`src/rtl/modular_inverse_engine.sv`:
```
// Handshaked modular inverse X = A^-1 mod p using the binary extended Euclidean
// algorithm, one reduction step per clock. Illegal or non-coprime operands raise err.
module modular_inverse_engine #(
    parameter int n = 16
) (
    input  logic         clk,
    input  logic         reset,
    input  logic         start,
    input  logic [n-1:0] p,
    input  logic [n-1:0] A,
    output logic [n-1:0] X,
    output logic         err,
    output logic         busy,
    output logic         result_ready
);

    typedef enum logic {IDLE, RUN} state_t;

    state_t       state, state_next;
    logic [n-1:0] pr, pr_next;
    logic [n-1:0] u, u_next;
    logic [n-1:0] v, v_next;
    logic [n:0]   x1, x1_next;
    logic [n:0]   x2, x2_next;
    logic [n-1:0] x_next;
    logic         err_next;
    logic         ready_next;
    logic [n:0]   pr_ext;
    logic         operands_bad;

    // x1/x2 stay in [0, pr-1], so x + pr needs one extra bit but never overflows n+1
    assign pr_ext       = {1'b0, pr};
    assign operands_bad = !p[0] || (p < n'(3)) || (A == '0) || (A >= p);
    assign busy         = (state == RUN);

    always_comb begin
        state_next = state;
        pr_next    = pr;
        u_next     = u;
        v_next     = v;
        x1_next    = x1;
        x2_next    = x2;
        x_next     = X;
        err_next   = err;
        ready_next = 1'b0;

        case (state)
            IDLE: begin
                if (start) begin
                    if (operands_bad) begin
                        err_next   = 1'b1;
                        x_next     = '0;
                        ready_next = 1'b1;
                    end else begin
                        pr_next    = p;
                        u_next     = A;
                        v_next     = p;
                        x1_next    = (n+1)'(1);
                        x2_next    = '0;
                        err_next   = 1'b0;
                        state_next = RUN;
                    end
                end
            end
            RUN: begin
                if (u == n'(1)) begin
                    x_next     = x1[n-1:0];
                    ready_next = 1'b1;
                    state_next = IDLE;
                end else if (v == n'(1)) begin
                    x_next     = x2[n-1:0];
                    ready_next = 1'b1;
                    state_next = IDLE;
                end else if ((u == '0) || (v == '0)) begin
                    err_next   = 1'b1;
                    x_next     = '0;
                    ready_next = 1'b1;
                    state_next = IDLE;
                end else if (!u[0]) begin
                    u_next  = u >> 1;
                    x1_next = x1[0] ? ((x1 + pr_ext) >> 1) : (x1 >> 1);
                end else if (!v[0]) begin
                    v_next  = v >> 1;
                    x2_next = x2[0] ? ((x2 + pr_ext) >> 1) : (x2 >> 1);
                end else if (u >= v) begin
                    u_next  = u - v;
                    x1_next = (x1 >= x2) ? (x1 - x2) : (x1 + pr_ext - x2);
                end else begin
                    v_next  = v - u;
                    x2_next = (x2 >= x1) ? (x2 - x1) : (x2 + pr_ext - x1);
                end
            end
            default: state_next = IDLE;
        endcase
    end

    always_ff @(posedge clk) begin
        if (reset) begin
            state        <= IDLE;
            pr           <= '0;
            u            <= '0;
            v            <= '0;
            x1           <= '0;
            x2           <= '0;
            X            <= '0;
            err          <= 1'b0;
            result_ready <= 1'b0;
        end else begin
            state        <= state_next;
            pr           <= pr_next;
            u            <= u_next;
            v            <= v_next;
            x1           <= x1_next;
            x2           <= x2_next;
            X            <= x_next;
            err          <= err_next;
            result_ready <= ready_next;
        end
    end

endmodule
```
`config.mk`:
```
export PLATFORM = sky130hd
export DESIGN_NAME = modular_inverse_engine
export DESIGN_NICKNAME = d
export VERILOG_FILES = /design/src/rtl/modular_inverse_engine.sv
export SDC_FILE = /design/constraint.sdc
export NUM_CORES = 1
export LEC_CHECK = 0
export ABC_AREA = 1
export CAP_MARGIN = 20
export CORE_ASPECT_RATIO = 1.2
export CORE_MARGIN = 2
export CORE_UTILIZATION = 40
export DETAILED_ROUTE_END_ITERATION = 6
export GPL_ROUTABILITY_DRIVEN = 0
export MAX_ROUTING_LAYER = met4
export PLACE_DENSITY_LB_ADDON = 0.15
export RECOVER_POWER = 25
export SYNTH_ARGS = -nofsm -noshare
export SYNTH_HDL_FRONTEND = slang
export SYNTH_SLANG_ARGS = --single-unit
```
`constraint.sdc`:
```
create_clock -name clk -period 2.9 [get_ports clk]
set_input_delay 0.58 -clock clk [delete_from_list [all_inputs] [get_ports clk]]
set_output_delay 0.58 -clock clk [all_outputs]
set_load 0.03 [all_outputs]
```
### Word-level counts from Yosys, hierarchy flattened

Cells that the tools add are included.

| word-level totals | value |
|---|---|
| register bits | 101 |
| bits of input ports | 35 |
| output and inout port bits | 19 |
| word-level logic and storage cells | 118 |

| operators by class | value |
|---|---|
| add/subtract/negate cells | 8 |
| $lt $le $gt $ge | 5 |
| eq/ne operators | 14 |
| multiplexer cells | 63 |
| bitwise gates (word level) | 2 |
| reduce and logical (&&, ||, !) cells | 15 |

Operator list:

| cell | count |
|---|---|
| $mux 16 | 23 |
| $mux 17 | 18 |
| $pmux 16 s2 | 3 |
| $pmux 17 s2 | 2 |
| $sub 17x17->17 | 4 |
| $logic_not 16->1 | 3 |
| $add 17x16->17 | 2 |
| $ge 17x17->1 | 2 |
| $eq 16x1->1 const B | 2 |
| $ge 16x16->1 | 2 |
| $sub 16x16->16 | 2 |
| $lt 16x2->1 const B | 1 |
| $mux 1 | 14 |
| $reduce_and 7->1 | 2 |
| $ne 2x2->1 const B | 6 |
| $ne 3x2->1 const B | 2 |
| $pmux 1 s2 | 3 |
| $reduce_and 3->1 | 2 |
| $reduce_and 6->1 | 1 |
| $reduce_and 5->1 | 1 |
| $logic_or 1x1->1 | 4 |
| $ne 2x1->1 const B | 2 |
| $ne 4x1->1 const B | 1 |
| $reduce_and 4->1 | 1 |
| 3 further kinds | 4 |

### Logic depth before layout (Yosys ltp)

| logic depth | value |
|---|---|
| depth after elaboration | 10 |
| mapped depth | 25 |
| depth with buffers taken out | 25 |

### Worst setup path before layout

No wires, ideal clock.

| timing path | value |
|---|---|
| kind | register to register |
| start | register x2[0] |
| end | register x2[15] |
| setup time | 132 ps |
| data arrival time | 2959 ps |
| required time | 2768 ps |
| path slack | -191 ps |
| stages on the path, launching flop included | 25 |
| path buffers | 0 |
| period minus slack after synthesis | 3091 ps |
| cell sequence | dfxtp_1 ha_1 inv_1 fa_1 nand3b_1 nand2_1 nand2_1 nand2_1 nand3_1 nand2_1 xnor2_1 inv_1 ha_1 nand2_1 inv_1 a21oi_1 nor2_1 nor2_1 nand3_1 nand2_1 nand2_1 nand2_1 nand2_1 nand3_1 a21oi_1 |

| on the way | value |
|---|---|
| word-level cells in the longest chain between the ends | 10 |
| elaborated cells on any way between the ends | 13 |
| those cells by class | 3 x add/sub; 1 x order compare; 9 x mux |

Ends and longest elaborated chain:

| what | line | text |
|---|---|---|
| start: declaration | 24 | `logic [n:0] x2, x2_next;` |
| start signal: assignment | 114 | `x2 <= x2_next;` |
| $add 17x16->17 | 84, 90 |  |
| $sub 17x17->17 | 90 | `x2_next = (x2 >= x1) ? (x2 - x1) : (x2 + pr_ext - x1);` |
| $mux 17 | 90 |  |
| $mux 17 | 85 | `end else if (u >= v) begin` |
| $mux 17 (*) | 82 | `end else if (!v[0]) begin` |
| $mux 17 (*) | 79 | `end else if (!u[0]) begin` |
| $mux 17 (*) | 74 | `end else if ((u == '0) \|\| (v == '0)) begin` |
| $mux 17 (*) | 70 | `end else if (v == n'(1)) begin` |
| $mux 17 (*) | 66 | `if (u == n'(1)) begin` |
| $pmux 17 s2 (*) | 47 | `case (state)` |

Mark *: on every way between the ends. The rest lies on a longest branch, timed or not. The select of a mux whose other input is x is not followed.
A chain may end at the register's enable or synchronous reset.

### Worst setup path in the final report

| timing path | value |
|---|---|
| start | register pr[0] |
| end | register x1[16] |

| on the way | value |
|---|---|
| word-level cells in the longest chain between the ends | 10 |

Ends and longest elaborated chain:

| what | line | text |
|---|---|---|
| start: declaration | 20 | `logic [n-1:0] pr, pr_next;` |
| start signal: assignment | 110 | `pr <= pr_next;` |
| $add 17x16->17 | 87 | `x1_next = (x1 >= x2) ? (x1 - x2) : (x1 + pr_ext - x2);` |
| $sub 17x17->17 | 87 |  |
| $mux 17 | 87 |  |
| $mux 17 | 85 |  |
| $mux 17 | 82 |  |
| $mux 17 | 79 |  |
| $mux 17 | 74 |  |
| $mux 17 | 70 |  |
| $mux 17 | 66 |  |
| $pmux 17 s2 | 47 |  |
| end signal: assignment | 113 | `x1 <= x1_next;` |
| end: declaration | 23 | `logic [n:0] x1, x1_next;` |

Every way passes these cells. The select of a mux whose other input is x is not followed.

==> impl_results.md <==
- Yosys warning count: 0
- Most common cell after layout, fill and taps aside: nand2_1
- Drc violations: 0
- Period Utilization, post-route: 111%
- Congestion Overflow GR: 0
- Final WL: 58300 um
- PortBufs: 53
- Layout Nets: 2713
- Crit-path max FO: 4
- Clock Skew: 0.0106 ns
- Std-Cell Rows: 72
- Top FF cell, synth: dfxtp_1
- Crit path max-delay family: simple AND/OR/NAND/NOR gates
- Gate power share: between 70% and 80%
- RSZ-0062 raised after global routing: true
- Global-route wire length before repair: 85200 um
- Clk pwr share: between 10% and 20%
- Layout cells sized above 1: 21.7%
- Fin. Hold Viols: 0
- Post-synth EDFFs: 0
- Commonest non-fill, non-tap cells in the layout: 609 x nand2_1, 274 x inv_1, 264 x buf_4
- Number of DRC markers in iteration 0: 1424
- Core area: 0.0323 sq mm
- Register area share after synthesis: 15.4%
- Net Sw Power: roughly 5.4 mW
- CP arrival: 3.51 ns
- # placed instances: 2905
- Crit-path max cell delay: 0.39 ns
- R2R cell count: 25
- Status: finished, violations left
- Crit path depth: 25
- Maximum vdd drop: 0.352 mV
- Sequential Power Share: 15.3%
- Async SR Flop Fraction: 0%
- Clock Sinks: 101
- Via Count: 16275
- Vias in the first global route: 15731
- Data required time of the critical path: approximately 3.2 ns
- Final WS setup: -0.305 ns
- I/O pin cnt: 54
- Drt pass-1 iters: 7
- Initial Util: 40.6%
- Max Clock Freq: 312 MHz
- Unique masters post-synth: between 40 and 50
- Root cell of the clock tree: clkbuf_16
- P&R area growth vs syn: 34.6%
- Layout Cells excl Fill: 2939
- Avg Vias per Cell: 5.54
- Initial antenna violation count: 1
- Syn avg cell area: a little under 6 sq um
- Slew Limit Fails: 0
- Tot GR Track Use: 33.2%
- Worst Max-Slew Pin Slew: ~0.7 ns
- Flop2flop setup slack: -0.31 ns
- Fillers: ~3200
- Die W: 169 um
- CTS tree: yes
- Max Cap Violations: 0
- Slowest CP cell: fa_2
- CTS max path bufs: 2
- Slew margin rel.: 53.5%
- Leak: 8.98 nW
- Largest net degree at the start of global routing: 56
- Die Y: a little over 200 um
- Crit path launch type: register
- WP buf/inv: 5
- Pwr Density: 595 mW/mm^2
- Switching share of power: 50.9%
- Hold Crit Class: register to register
- DIE AREA: about 0.034 sq mm
- Dpl hpwl: 46000 um
- Cells after synthesis: 2243
- Final ANT Viol Nets: 0
- Crit-path most repeated cell: nand2_2
- Dpl ws: -0.378 ns
- Critical path type: register to register
- Seq cells post-synth: slightly above 100
- Clock Pin Slew Worst Setup and Hold Paths: roughly 0.07 ns
- Final min period: 3.21 ns
- Hold Path Depth: 2
- H-tree Lvls: 3
- Setup-failing EPs final: 22
- Synthesized net count: ~2400
- Worst-Skew Late Latency: between 0.3 and 0.4 ns
- Failing checks: negative setup slack
- Cell internal pwr: 5.17 mW
- CP Capture Type: register
- Post-Syn Area: 0.0131 sq mm
- CTS Buf Count: 9
- Routed wire length per instance: ~20 um
[tightest hold or removal path: stages, from the launching register on]
cell	delay, ns
dfxtp_1	0.31
nand2_1	0.06
a21oi_1	0.05
[final timing paths]
check                      from             endpoint
min reg2reg   X[3]$_SDFFE_PP0P_    X[3]$_SDFFE_PP0P_
max          pr[0]$_SDFFE_PP0P_  x1[16]$_SDFFE_PP0P_
min           X[3]$_SDFFE_PP0P_    X[3]$_SDFFE_PP0P_
max reg2reg  pr[0]$_SDFFE_PP0P_  x1[16]$_SDFFE_PP0P_
[cell families after synthesis]
kind of cell               synth area share (%)
DFF                                        15.4
AOI/OAI and AO/OA                          18.1
buffers and inverters                      11.5
xor gates and xnor gates                   4.33
and+or+nand+nor                            35.6
adders and majority gates                  15.0
[per-layer routing]
metal	vias to the layer above	track usage (%)	share of wire [%]	wire length (um)
li1	7828	-	-	-
met1	7445	36.7	37	21400
met2	754	56.5	48	27800
met3	248	3.45	7.1	4160
met4	0	22.3	8.4	4870
met5	-	-	0	0
[flip-flops by register name, summed over array words and instances (netlist names)]
register / cells
X: 16
busy: 1
err: 1
pr: 16
result_ready: 1
u: 16
v: 16
x1: 17
x2: 17
[power by group through the flow]
stage | Combinational, mW | Sequential, mW | Clock (mW)
floorplan | 4.06 | 1.62 | 0
global placement | 6.46 | 1.63 | 0
detailed placement | 6.50 | 1.63 | 0
CTS | 6.90 | 1.60 | 1.31
global route | 8.23 | 1.61 | 1.36
finish | 7.63 | 1.61 | 1.29
[through the flow]
| step | utilization, % | hold slack, ns | TNS (ns) | total power, mW | instance area [sq um] |
|---|---|---|---|---|---|
| final | 54.7 | 0.458 | -2.33 | 10.5 | 17700 |
| after global routing | 54.7 | 0.486 | -7.59 | 11.2 | 17700 |
| after CTS | 52.3 | 0.467 | -1.28 | 9.81 | 16900 |
| after detailed placement | 49.4 | 0.455 | -24.01 | 8.12 | 16000 |
| after global placement | 49.4 | 0.449 | -22.06 | 8.09 | 16000 |
| after floorplan | - | 0.461 | -0.0111 | 5.68 | 13200 |
[area by class of cell]
type	count	area [sq um]	area share [%]
inverter	299	1140	6.43
multi-input combinational	1773	10800	61.0
antenna	2	5.00	0.0283
sequential	101	2030	11.5
clock buffer	11	233	1.32
clock inverter	5	58.8	0.332
timing repair buffer	341	2930	16.6
tap	407	509	2.88
[cells in the mapped netlist (5+ instances only)]
cell,instances,area share [%]
and2_1,6,0.29
dfxtp_1,101,15
inv_2,12,0.34
o21ai_1,21,0.80
nor2_2,8,0.38
o22ai_1,15,0.71
nand4_1,16,0.76
nor2_1,230,6.6
fa_1,8,1.2
xnor2_1,21,1.4
clkbuf_1,32,0.91
a21o_1,7,0.40
nand2_1,655,19
o21ai_0,109,4.1
xor2_1,44,2.9
nand2_2,7,0.33
buf_4,6,0.34
inv_1,285,8.1
nor3_1,14,0.53
buf_2,19,0.72
o221ai_1,7,0.47
a21oi_1,202,7.7
o21bai_1,27,1.5
nand3_1,155,5.9
ha_1,145,14
nand3b_1,12,0.69
a21oi_2,5,0.33
buf_6,11,0.94
o211ai_1,26,1.5
[repair_timing]
action,in CTS,in global routing
setup buffers,6,9
gates resized for setup,122,139
pin swaps,36,60
setup endpoints to repair,25,70
cloned,0,6
hold buffers,0,0
Note: power is estimated with default switching activity, not from simulation.
